$ cat config.mk
export PLATFORM = sky130hd
export DESIGN_NAME = rf_wb_scheduler_flat
export DESIGN_NICKNAME = d
export VERILOG_FILES = /design/src/rtl/rf_wb_scheduler_if.sv /design/src/rtl/rf_wb_scheduler.sv /design/src/flat_wrapper.sv
export SDC_FILE = /design/constraint.sdc
export NUM_CORES = 1
export LEC_CHECK = 0
export CAP_MARGIN = 0
export CORE_AREA = 2 2 113 115
export DETAILED_ROUTE_END_ITERATION = 7
export DIE_AREA = 0 0 115 117
export GPL_TIMING_DRIVEN = 1
export PLACE_DENSITY = 0.87
export SETUP_SLACK_MARGIN = 0.15
export SYNTH_ARGS = -nofsm -noshare
export SYNTH_HDL_FRONTEND = slang
export SYNTH_SLANG_ARGS = --single-unit
$ cat constraint.sdc
create_clock -name clk -period 6.2 [get_ports clk]
set_input_delay 1.55 -clock clk [delete_from_list [all_inputs] [get_ports clk]]
set_output_delay 1.55 -clock clk [all_outputs]
set_load 0.1 [all_outputs]
$ cat src/rtl/rf_wb_scheduler_if.sv
// Bus bundle between decode/execute units and the write-back scheduler.
// The master drives issue, write-back and query inputs; the slave is the scheduler.
interface rf_wb_scheduler_if #(
   parameter int N_REQ    = 3,
   parameter int XLEN     = 32,
   parameter int NUM_REGS = 16
);
   logic                    issue_valid;
   logic [4:0]              issue_rd;
   logic                    issue_ready;
   logic [N_REQ-1:0]        wb_valid;
   logic [N_REQ-1:0]        wb_ready;
   logic [5*N_REQ-1:0]      wb_rd;
   logic [XLEN*N_REQ-1:0]   wb_data;
   logic [4:0]              rs1;
   logic [4:0]              rs2;
   logic                    rs1_busy;
   logic                    rs2_busy;
   logic                    rf_reg_write;
   logic [4:0]              rf_rd;
   logic [XLEN-1:0]         rf_rd_data;
   logic [NUM_REGS-1:0]     busy_vec;
   logic                    illegal_rd;

   modport master (
      output issue_valid, issue_rd, wb_valid, wb_rd, wb_data, rs1, rs2,
      input  issue_ready, wb_ready, rs1_busy, rs2_busy,
             rf_reg_write, rf_rd, rf_rd_data, busy_vec, illegal_rd
   );

   modport slave (
      input  issue_valid, issue_rd, wb_valid, wb_rd, wb_data, rs1, rs2,
      output issue_ready, wb_ready, rs1_busy, rs2_busy,
             rf_reg_write, rf_rd, rf_rd_data, busy_vec, illegal_rd
   );
endinterface

$ cat src/rtl/rf_wb_scheduler.sv
// Round-robin write-back arbiter for the shared RF write port, plus a
// scoreboard of in-flight destination registers for RAW/WAW stall decisions.
module rf_wb_scheduler #(
   parameter int N_REQ    = 3,
   parameter int NUM_REGS = 16,
   parameter int XLEN     = 32
) (
   input logic           clk,
   input logic           rst,
   rf_wb_scheduler_if.slave bus
);
   localparam int PTR_W = (N_REQ > 1) ? $clog2(N_REQ) : 1;

   logic [NUM_REGS-1:0] busy_q, busy_d;
   logic [PTR_W-1:0]    rr_ptr_q, rr_ptr_d;
   logic                rf_reg_write_q, rf_reg_write_d;
   logic [4:0]          rf_rd_q, rf_rd_d;
   logic [XLEN-1:0]     rf_rd_data_q, rf_rd_data_d;
   logic                illegal_rd_q, illegal_rd_d;

   logic                issue_ready;
   logic                issue_fire;
   logic                grant_valid;
   logic [PTR_W-1:0]    grant_idx;
   logic [4:0]          grant_rd;
   logic [XLEN-1:0]     grant_data;
   logic [N_REQ-1:0]    wb_ready;
   int                  cand;

   // Issue is only refused for an in-range rd that is already pending.
   assign issue_ready = !rst && !(!bus.issue_rd[4] && busy_q[bus.issue_rd[3:0]]);
   assign issue_fire  = bus.issue_valid && issue_ready;

   always_comb begin
      grant_valid = 1'b0;
      grant_idx   = '0;
      grant_rd    = '0;
      grant_data  = '0;
      cand        = 0;
      for (int k = 0; k < N_REQ; k++) begin
         cand = (int'(rr_ptr_q) + k) % N_REQ;
         if (!rst && !grant_valid && bus.wb_valid[cand]) begin
            grant_valid = 1'b1;
            grant_idx   = PTR_W'(cand);
            grant_rd    = bus.wb_rd[cand*5 +: 5];
            grant_data  = bus.wb_data[cand*XLEN +: XLEN];
         end
      end
   end

   always_comb begin
      wb_ready = '0;
      if (grant_valid) begin
         wb_ready[grant_idx] = 1'b1;
      end
   end

   // The clear for the register being written this cycle is applied first so
   // that a set of the same register at this edge takes priority.
   always_comb begin
      busy_d = busy_q;
      if (rf_reg_write_q) begin
         busy_d[rf_rd_q[3:0]] = 1'b0;
      end
      if (issue_fire && !bus.issue_rd[4] && (bus.issue_rd[3:0] != 4'd0)) begin
         busy_d[bus.issue_rd[3:0]] = 1'b1;
      end
      busy_d[0] = 1'b0;
   end

   always_comb begin
      rr_ptr_d       = rr_ptr_q;
      rf_reg_write_d = 1'b0;
      rf_rd_d        = rf_rd_q;
      rf_rd_data_d   = rf_rd_data_q;
      illegal_rd_d   = (issue_fire && bus.issue_rd[4]) || (grant_valid && grant_rd[4]);
      if (grant_valid) begin
         rr_ptr_d = (grant_idx == PTR_W'(N_REQ - 1)) ? '0 : grant_idx + PTR_W'(1);
         if (!grant_rd[4] && (grant_rd[3:0] != 4'd0)) begin
            rf_reg_write_d = 1'b1;
            rf_rd_d        = grant_rd;
            rf_rd_data_d   = grant_data;
         end
      end
   end

   always_ff @(posedge clk) begin
      if (rst) begin
         busy_q         <= '0;
         rr_ptr_q       <= '0;
         rf_reg_write_q <= 1'b0;
         rf_rd_q        <= '0;
         rf_rd_data_q   <= '0;
         illegal_rd_q   <= 1'b0;
      end else begin
         busy_q         <= busy_d;
         rr_ptr_q       <= rr_ptr_d;
         rf_reg_write_q <= rf_reg_write_d;
         rf_rd_q        <= rf_rd_d;
         rf_rd_data_q   <= rf_rd_data_d;
         illegal_rd_q   <= illegal_rd_d;
      end
   end

   assign bus.issue_ready  = issue_ready;
   assign bus.wb_ready     = wb_ready;
   assign bus.rs1_busy     = !bus.rs1[4] && busy_q[bus.rs1[3:0]];
   assign bus.rs2_busy     = !bus.rs2[4] && busy_q[bus.rs2[3:0]];
   assign bus.rf_reg_write = rf_reg_write_q;
   assign bus.rf_rd        = rf_rd_q;
   assign bus.rf_rd_data   = rf_rd_data_q;
   assign bus.busy_vec     = busy_q;
   assign bus.illegal_rd   = illegal_rd_q;
endmodule

$ cat src/flat_wrapper.sv
// flat-port wrapper written by rule: the top's interface ports become plain ports
module rf_wb_scheduler_flat 
#(
   parameter int N_REQ    = 3,
   parameter int NUM_REGS = 16,
   parameter int XLEN     = 32
)
  (clk, rst, bus_issue_valid, bus_issue_rd, bus_wb_valid, bus_wb_rd, bus_wb_data, bus_rs1, bus_rs2, bus_issue_ready, bus_wb_ready, bus_rs1_busy, bus_rs2_busy, bus_rf_reg_write, bus_rf_rd, bus_rf_rd_data, bus_busy_vec, bus_illegal_rd);
  rf_wb_scheduler_if #(.N_REQ(N_REQ), .XLEN(XLEN), .NUM_REGS(NUM_REGS)) bus_i ();
  input logic clk;
  input logic rst;
  input wire logic [$bits(bus_i.issue_valid)-1:0] bus_issue_valid;
  input wire logic [$bits(bus_i.issue_rd)-1:0] bus_issue_rd;
  input wire logic [$bits(bus_i.wb_valid)-1:0] bus_wb_valid;
  input wire logic [$bits(bus_i.wb_rd)-1:0] bus_wb_rd;
  input wire logic [$bits(bus_i.wb_data)-1:0] bus_wb_data;
  input wire logic [$bits(bus_i.rs1)-1:0] bus_rs1;
  input wire logic [$bits(bus_i.rs2)-1:0] bus_rs2;
  output wire logic [$bits(bus_i.issue_ready)-1:0] bus_issue_ready;
  output wire logic [$bits(bus_i.wb_ready)-1:0] bus_wb_ready;
  output wire logic [$bits(bus_i.rs1_busy)-1:0] bus_rs1_busy;
  output wire logic [$bits(bus_i.rs2_busy)-1:0] bus_rs2_busy;
  output wire logic [$bits(bus_i.rf_reg_write)-1:0] bus_rf_reg_write;
  output wire logic [$bits(bus_i.rf_rd)-1:0] bus_rf_rd;
  output wire logic [$bits(bus_i.rf_rd_data)-1:0] bus_rf_rd_data;
  output wire logic [$bits(bus_i.busy_vec)-1:0] bus_busy_vec;
  output wire logic [$bits(bus_i.illegal_rd)-1:0] bus_illegal_rd;
  assign bus_i.issue_valid = bus_issue_valid;
  assign bus_i.issue_rd = bus_issue_rd;
  assign bus_i.wb_valid = bus_wb_valid;
  assign bus_i.wb_rd = bus_wb_rd;
  assign bus_i.wb_data = bus_wb_data;
  assign bus_i.rs1 = bus_rs1;
  assign bus_i.rs2 = bus_rs2;
  assign bus_issue_ready = bus_i.issue_ready;
  assign bus_wb_ready = bus_i.wb_ready;
  assign bus_rs1_busy = bus_i.rs1_busy;
  assign bus_rs2_busy = bus_i.rs2_busy;
  assign bus_rf_reg_write = bus_i.rf_reg_write;
  assign bus_rf_rd = bus_i.rf_rd;
  assign bus_rf_rd_data = bus_i.rf_rd_data;
  assign bus_busy_vec = bus_i.busy_vec;
  assign bus_illegal_rd = bus_i.illegal_rd;
  rf_wb_scheduler #(.N_REQ(N_REQ), .NUM_REGS(NUM_REGS), .XLEN(XLEN)) u_core (.clk(clk), .rst(rst), .bus(bus_i));
endmodule
==> out/qor_table.md, run 1 <==
| Stage | Item | Value |
|---|---|---|
| clocking | Clock latency on the worst-skew pair | 300 ps |
| timing | Final Slew Violations | 0 |
| synth | Async SR Flop Fraction | 0 |
| setup path | Critical Path AT | 3840 ps |
| global route | Pin count of the biggest net entering global routing | 73 |
| setup path | CP Buf/Inv Count | 2 |
| global route | Global-route wire length before repair | 33500 µm |
| global route | Global-route usage over all layers | 0.306 |
| detailed routing | Vias post-DR | 7093 |
| synth | Mean instance size in the synthesized netlist | 7.66 µm² |
| synth | Number of standard cells after synthesis | 818 |
| power and ir drop | Logic gate share of total power | 0.756 |
| synth | Proportion of netlist area held by the largest area contributor | 0.236 |
| clocking | TritonCTS buffer count | 5 |
| placed design | Area after DPL | 0.00817 mm² |
| global route | Total overflow reported by the global router | 0 |
| power and ir drop | Clk network pwr share | 0.089 |
| setup path | Top Family by Delay on Critical Path | multiplexers |
| synth | Synth Net Count | 963 |
| timing | Setup violation total in the final timing report | 0 |
| synth | Synth Cell Area | 0.00627 mm² |
| final layout | Most frequent standard cell in the layout excluding fill and tap cells | sky130_fd_sc_hd__clkdlybuf4s50_1 |
| die | Overall die height | 117 µm |
| die | Standard-cell row count | 41 |
| power and ir drop | Share of total power consumed by net switching | 0.569 |
| detailed routing | Detailed-routing iteration count for the pre-antenna-repair pass | 5 |
| synth | Largest cells by area after synthesis | sky130_fd_sc_hd__mux2i_1, sky130_fd_sc_hd__dfxtp_1, sky130_fd_sc_hd__nand2_1 |
| placed design | Last weighted congestion value of the routability-driven placer | 0.956 |
| setup path | Delay contributed by the slowest stage of the critical path | 740 ps |
| detailed routing | Drt first-iter violations | 625 |
| final layout | Area growth from synthesis to final layout | 32.9% |
| detailed routing | Count of unresolved DRC violations after routing | 0 |
| timing | Count of final hold-check violations | 0 |
| placed design | Count of buffers inserted at the top-level ports | 191 |
| global route | Vias in the first global route | 6946 |
| power and ir drop | Static leakage | 2.81 nW |
| setup path | Element type at the critical path start | input port |
| setup path | Critical path, cell by cell | clkdlybuf4s50_1 > mux4_1 > mux4_2 > a21oi_2 > buf_12 |
| power and ir drop | Worst-case vdd ir drop | 333 µV |
| detailed routing | Wirelength per Cell | 19.0 µm |
| power and ir drop | Internal power | 0.00148 W |
| global route | Antenna violations before repair | 1 |
| run | Max Cap Violations | 0 |
| synth | Post-synthesis sequential area ratio | 0.179 |
| global route | Met1 track utilization from global routing | 0.367 |
| setup path | Data required time at the worst endpoint | 4650 ps |
| synth | Flip-flop and latch count after synthesis | 56 |
| clocking | Hold buffer count at CTS | 0 |
| setup path | Slowest cell on crit path | sky130_fd_sc_hd__clkdlybuf4s50_1 |
| global route | GR met2 Demand/Resource | 0.530 |
| timing | Setup TNS | 0 ps |
| run status | Result of the run | complete, no violations |
| timing | FMAX | 0.186 GHz |
| detailed routing | Via/cell ratio | 6.39 |
| clocking | Setup fix buffers added after clock tree synthesis | 0 |
| clocking | Count of clock tree sinks | 56 |
| setup path | Worst setup path class | in2out |
| clocking | CTS tree | yes |
| clocking | Clock transition time at the flip-flop clock pins of the worst setup and hold paths | 80 ps |
| die | I/O pin count | 193 |
| global route | GRT Max-Usage Layer | met2 |
| timing | Final clock skew | 5.06 ps |
| power and ir drop | Switching power of the nets | 0.00196 W |
| die | Floorplan die area | 0.0135 mm² |
| synth | Leading register cell type out of synthesis | sky130_fd_sc_hd__dfxtp_1 |
| clocking | Largest buffer count on any clock path | 2 |
| clocking | CTS Root Cell | sky130_fd_sc_hd__clkbuf_16 |
| timing | Unrepaired setup endpoints after global routing | no |
| die | Floorplan die width | 115 µm |
| final layout | Commonest cells after routing, fill and taps aside | sky130_fd_sc_hd__clkdlybuf4s50_1, sky130_fd_sc_hd__mux2i_1, sky130_fd_sc_hd__nand2_1, sky130_fd_sc_hd__o21ai_0, sky130_fd_sc_hd__a21oi_1 |
| detailed routing | Final ANT Viol Nets | 0 |
| setup path | Maximum net fanout on the critical path | 11 |
| power and ir drop | Power density over the cells | 414 mW/mm² |
| placed design | Half-perimeter wire length after detailed placement | 14300 µm |
| final layout | # nets final | 1103 |
| clocking | Clock H-tree levels | 2 |
| timing | Worst slew margin relative to its limit | 0.221 |
| detailed routing | Total wirelength of the detailed-routed design | 21100 µm |
| timing | Pin slew with the least headroom to its limit | 1170 ps |
| clocking | Cts repair resizes | 0 |
| synth | Yosys top cell by area | sky130_fd_sc_hd__mux2i_1 |
| die | Core outline area | 0.0123 mm² |
| hold path | Path category of the worst min-delay check | reg2reg |
| final layout | Total non-filler cell area in the finished layout | 0.00833 mm² |
| final layout | Fraction of layout cells with a size suffix above 1 | 0.0636 |
| synth | Yosys warning count | 0 |
| global route | Global-route met3 utilization | 0.0772 |
| timing | Final critical path time including I/O delays and setup | 5390 ps |
| timing | Post-route fraction of the period consumed by the critical path | 0.869 |
| synth | Number of enable-type register cells in the synthesized netlist | 0 |
| power and ir drop | Sequential Power Share | 0.155 |
| die | Initial core utilization | 0.509 |
| setup path | Crit. End Element | output port |
| synth | Count of cell types in the netlist | 62 |
## layer usage
layer  up-vias  part of all wire
li1       3298                 -
met4         0             0.025
met3        54              0.11
met2       458              0.47
met5         -                 0
met1      3283              0.39
## area by class of cell
type / count / area [µm²]
flip-flops and latches: 56 / 1120
well taps: 150 / 188
clock buffers: 5 / 125
repair buffers: 204 / 2040
inverters: 16 / 60.1
clock inverters: 3 / 26.3
diodes: 1 / 2.50
multi-input cells: 675 / 4760
fillers: 1047 / 3990
## Yosys cell counts (13+ instances only)
| cell type | n |
|---|---|
| sky130_fd_sc_hd__a21oi_1 | 59 |
| sky130_fd_sc_hd__o21ai_0 | 88 |
| sky130_fd_sc_hd__buf_2 | 19 |
| sky130_fd_sc_hd__clkbuf_1 | 36 |
| sky130_fd_sc_hd__nand3_1 | 24 |
| sky130_fd_sc_hd__mux4_2 | 13 |
| sky130_fd_sc_hd__inv_1 | 15 |
| sky130_fd_sc_hd__mux2i_1 | 148 |
| sky130_fd_sc_hd__nand2_1 | 119 |
| sky130_fd_sc_hd__a221oi_1 | 33 |
| sky130_fd_sc_hd__nor2_1 | 45 |
| sky130_fd_sc_hd__nor3_1 | 36 |
| sky130_fd_sc_hd__dfxtp_1 | 56 |
## logic make-up after synthesis
| kind of cell | Yosys count | synth area share |
|---|---|---|
| simple gates | 265 | 0.191 |
| compound gates | 222 | 0.220 |
| mux | 168 | 0.303 |
| buf+inv | 87 | 0.0697 |
| flops | 56 | 0.179 |
| fa+ha+maj | 13 | 0.0283 |
| xor+xnor | 6 | 0.00838 |
| other cells | 1 | 0.000598 |
## power by group through the flow
stage,clock [W],combinational [W],sequential (W)
floorplan,0,0.00134,0.00118
global placement,0,0.00254,0.000539
detailed placement,0,0.00257,0.000538
CTS,0.000314,0.00258,0.000533
global route,0.000325,0.00276,0.000545
finish,0.000308,0.00261,0.000535
## flip-flops by register name, summed over array words and instances, names as in the netlist
signal	count
u_core.rr_ptr_q	2
u_core.bus.rf_reg_write	1
u_core.bus.rf_rd	5
u_core.bus.busy_vec	15
u_core.bus.rf_rd_data	32
u_core.bus.illegal_rd	1
## worst register-to-register path: cells and delay by family, from the launching register on
kind | cells | cell delay, ps
AOI/OAI and AO/OA | 5 | 1640
adders and majority gates | 3 | 1160
buffers and inverters | 3 | 820
xor gates and xnor gates | 1 | 500
DFF | 1 | 370
and+or+nand+nor | 2 | 290
muxes | 1 | 290
## final timing paths
path / cells after the start / startpoint / to / slack [ps]
worst max register to register: 15 / u_core.rr_ptr_q[0] / u_core.bus.rf_rd_data[14] / 1080
worst min register to register: 2 / u_core.bus.rf_rd_data[26] / u_core.bus.rf_rd_data[26] / 460
worst min-delay path: 2 / u_core.bus.rf_rd_data[26] / u_core.bus.rf_rd_data[26] / 460
worst max-delay path: 5 / bus_issue_rd[0] / bus_issue_ready / 810
## metrics by stage
step | instances | hold WS [ps] | total power (W) | util | setup slack, ps
floorplan | 818 | 694 | 0.00253 | - | 1100
global placement | 1101 | 443 | 0.00308 | 0.664 | 883
detailed placement | 1101 | 446 | 0.00311 | 0.664 | 830
CTS | 1109 | 464 | 0.00343 | 0.676 | 824
global route | 1109 | 480 | 0.00363 | 0.676 | 752
finish | 1110 | 461 | 0.00345 | 0.676 | 810
(Power assumes the default switching activity.)
==> inputs of run 2 (changes only) <==
- CELL_PAD_IN_SITES_DETAIL_PLACEMENT: not set -> 0
- CELL_PAD_IN_SITES_GLOBAL_PLACEMENT: not set -> 1
- CORE_AREA: 2 2 113 115 -> 2 2 134 136
- DIE_AREA: 0 0 115 117 -> 0 0 136 138
- PLACE_DENSITY: 0.87 -> not set
- PLACE_DENSITY_LB_ADDON: not set -> 0.1
==> run 2 against run 1 <==
Compared with the run above:
- cell count grew 7.0%
- setup slack improved by 49 ps
- clock skew rose by 6.7 ps
- routed wire length up 15%
==> out/qor_table.md, run 2 (synthesized netlist as in run 1, its figures left out) <==
| Stage | Item | Value |
|---|---|---|
| die | Floorplan die area | 0.0188 mm² |
| detailed routing | Wirelength per Cell | 20.5 µm |
| power and ir drop | Switching power of the nets | 0.00201 W |
| hold path | Hold Path Depth | 2 |
| global route | Total overflow reported by the global router | 0 |
| die | I/O pin count | 193 |
| detailed routing | Count of unresolved DRC violations after routing | 0 |
| final layout | Number of cells in the finished layout apart from fillers | 1188 |
| power and ir drop | Internal power | 0.00148 W |
| timing | Post-route fraction of the period consumed by the critical path | 0.861 |
| placed design | Count of buffers inserted at the top-level ports | 191 |
| clocking | Clock transition time at the flip-flop clock pins of the worst setup and hold paths | 80 ps |
| timing | Count of final hold-check violations | 0 |
| hold path | Worst hold start | u_core.bus.rf_rd_data[31] |
| power and ir drop | Power density over the cells | 415 mW/mm² |
| global route | Global-route usage over all layers | 0.254 |
| timing | Pin slew with the least headroom to its limit | 1020 ps |
| setup path | Crit. End Element | output port |
| placed design | Placed cell count | 1179 |
| final layout | Commonest cells after routing, fill and taps aside | sky130_fd_sc_hd__clkdlybuf4s50_1, sky130_fd_sc_hd__mux2i_1, sky130_fd_sc_hd__nand2_1, sky130_fd_sc_hd__o21ai_0, sky130_fd_sc_hd__a21oi_1 |
| clocking | TritonCTS buffer count | 5 |
| die | Floorplan die width | 136 µm |
| clocking | Hold buffer count at CTS | 0 |
| setup path | Worst setup path class | in2out |
| run status | Result of the run | complete, no violations |
| setup path | Slack of the worst reg-to-reg path | 940 ps |
| timing | Minimum setup slack in the final design | 859 ps |
| clocking | Clock H-tree levels | 2 |
| detailed routing | Via/cell ratio | 5.97 |
| timing | Hold slack final | 463 ps |
| clocking | Clock latency on the worst-skew pair | 320 ps |
| die | Standard-cell row count | 49 |
| power and ir drop | Logic gate share of total power | 0.756 |
| power and ir drop | Sequential Power Share | 0.154 |
| clocking | CTS Root Cell | sky130_fd_sc_hd__clkbuf_16 |
| final layout | Most frequent standard cell in the layout excluding fill and tap cells | sky130_fd_sc_hd__clkdlybuf4s50_1 |
| final layout | Number of flip-flops under the largest register name | 32 |
| run | Max Cap Violations | 0 |
| global route | Antenna violations before repair | 1 |
| timing | FMAX | 0.187 GHz |
| setup path | Reg-to-reg critical path endpoint | u_core.bus.rf_rd_data[26] |
| global route | Vias in the first global route | 7307 |
| detailed routing | Drt first-iter violations | 411 |
| timing | Final Slew Violations | 0 |
| final layout | Area growth from synthesis to final layout | 34.5% |
| placed design | Post-place setup slack | 840 ps |
| die | Overall die height | 138 µm |
| global route | Pin count of the biggest net entering global routing | 77 |
| global route | Global-route wire length before repair | 38500 µm |
| placed design | Half-perimeter wire length after detailed placement | 16200 µm |
| clocking | Largest buffer count on any clock path | 2 |
| power and ir drop | Clk network pwr share | 0.090 |
| detailed routing | Total wirelength of the detailed-routed design | 24300 µm |
| setup path | R2r worst-path depth | 14 |
| timing | Setup violation total in the final timing report | 0 |
| placed design | Last weighted congestion value of the routability-driven placer | 0.893 |
| timing | Unrepaired setup endpoints after global routing | no |
| clocking | Setup fix buffers added after clock tree synthesis | 0 |
| power and ir drop | Worst-case vdd ir drop | 267 µV |
| clocking | Cts repair resizes | 0 |
| setup path | Critical register-to-register path startpoint | u_core.rr_ptr_q[1] |
| detailed routing | Vias post-DR | 7094 |
| die | Core outline area | 0.0175 mm² |
| timing | Worst slew margin relative to its limit | 0.320 |
| setup path | Critical Path AT | 3790 ps |
| hold path | Path category of the worst min-delay check | reg2reg |
| setup path | Maximum net fanout on the critical path | 11 |
| timing | Final critical path time including I/O delays and setup | 5340 ps |
| detailed routing | Detailed-routing iteration count for the pre-antenna-repair pass | 5 |
| detailed routing | Final ANT Viol Nets | 0 |
| power and ir drop | Share of total power consumed by net switching | 0.575 |
| clocking | CTS tree | yes |
| timing | Final clock skew | 11.8 ps |
| clocking | Count of clock tree sinks | 56 |
| final layout | # nets final | 1102 |
| timing | Setup TNS | 0 ps |
| hold path | Worst hold path endpoint | u_core.bus.rf_rd_data[31] |
| die | Initial core utilization | 0.357 |
| setup path | Data required time at the worst endpoint | 4650 ps |
| power and ir drop | Static leakage | 2.81 nW |
| setup path | Element type at the critical path start | input port |
| final layout | Final Core Density | 0.481 |
| final layout | Fraction of layout cells with a size suffix above 1 | 0.0626 |
[run 2: power by group through the flow]
stage	Sequential [W]	Combinational, W	Clock [W]
detailed placement	0.000544	0.00263	0
global route	0.000551	0.00280	0.000342
finish	0.000538	0.00264	0.000316
floorplan	0.00118	0.00134	0
CTS	0.000538	0.00263	0.000330
global placement	0.000544	0.00259	0
[run 2: cell type report]
class	count	area (µm²)
Inverter	16	60.1
Antenna cell	1	2.50
Fill cell	1712	9110
Sequential cell	56	1120
Multi-Input combinational cell	675	4770
Timing Repair Buffer	203	2030
Tap cell	229	287
Clock inverter	3	25.0
Clock buffer	5	125
[run 2: how the worst max path moves through the flow]
stage                                           to  slack, ps                from
after CTS                          bus_issue_ready        830     bus_issue_rd[0]
after detailed placement           bus_issue_ready        840     bus_issue_rd[0]
final                              bus_issue_ready        860     bus_issue_rd[0]
after floorplan                    bus_issue_ready       1100     bus_issue_rd[0]
after global routing      u_core.bus.rf_rd_data[0]        440  u_core.rr_ptr_q[1]
after global placement             bus_issue_ready        860     bus_issue_rd[0]
[run 2: critical path: stages]
cell	delay (ps)
sky130_fd_sc_hd__clkdlybuf4s50_1	710
sky130_fd_sc_hd__mux4_1	610
sky130_fd_sc_hd__mux4_2	500
sky130_fd_sc_hd__a21oi_2	210
sky130_fd_sc_hd__buf_12	200
[run 2: layer usage]
| layer | track usage | up-vias | wire, µm |
|---|---|---|---|
| met2 | 0.425 | 290 | 11900 |
| met4 | 0.0833 | 0 | 491 |
| li1 | - | 3303 | - |
| met5 | 0 | - | 0 |
| met3 | 0.0502 | 40 | 1620 |
| met1 | 0.325 | 3461 | 10300 |
[run 2: stage by stage]
step	cell area [µm²]	power, W
2_1_floorplan	6270	0.00253
3_3_place_gp	8270	0.00313
3_5_place_dp	8270	0.00317
4_1_cts	8420	0.00350
5_1_grt	8430	0.00369
6_report	8430	0.00350
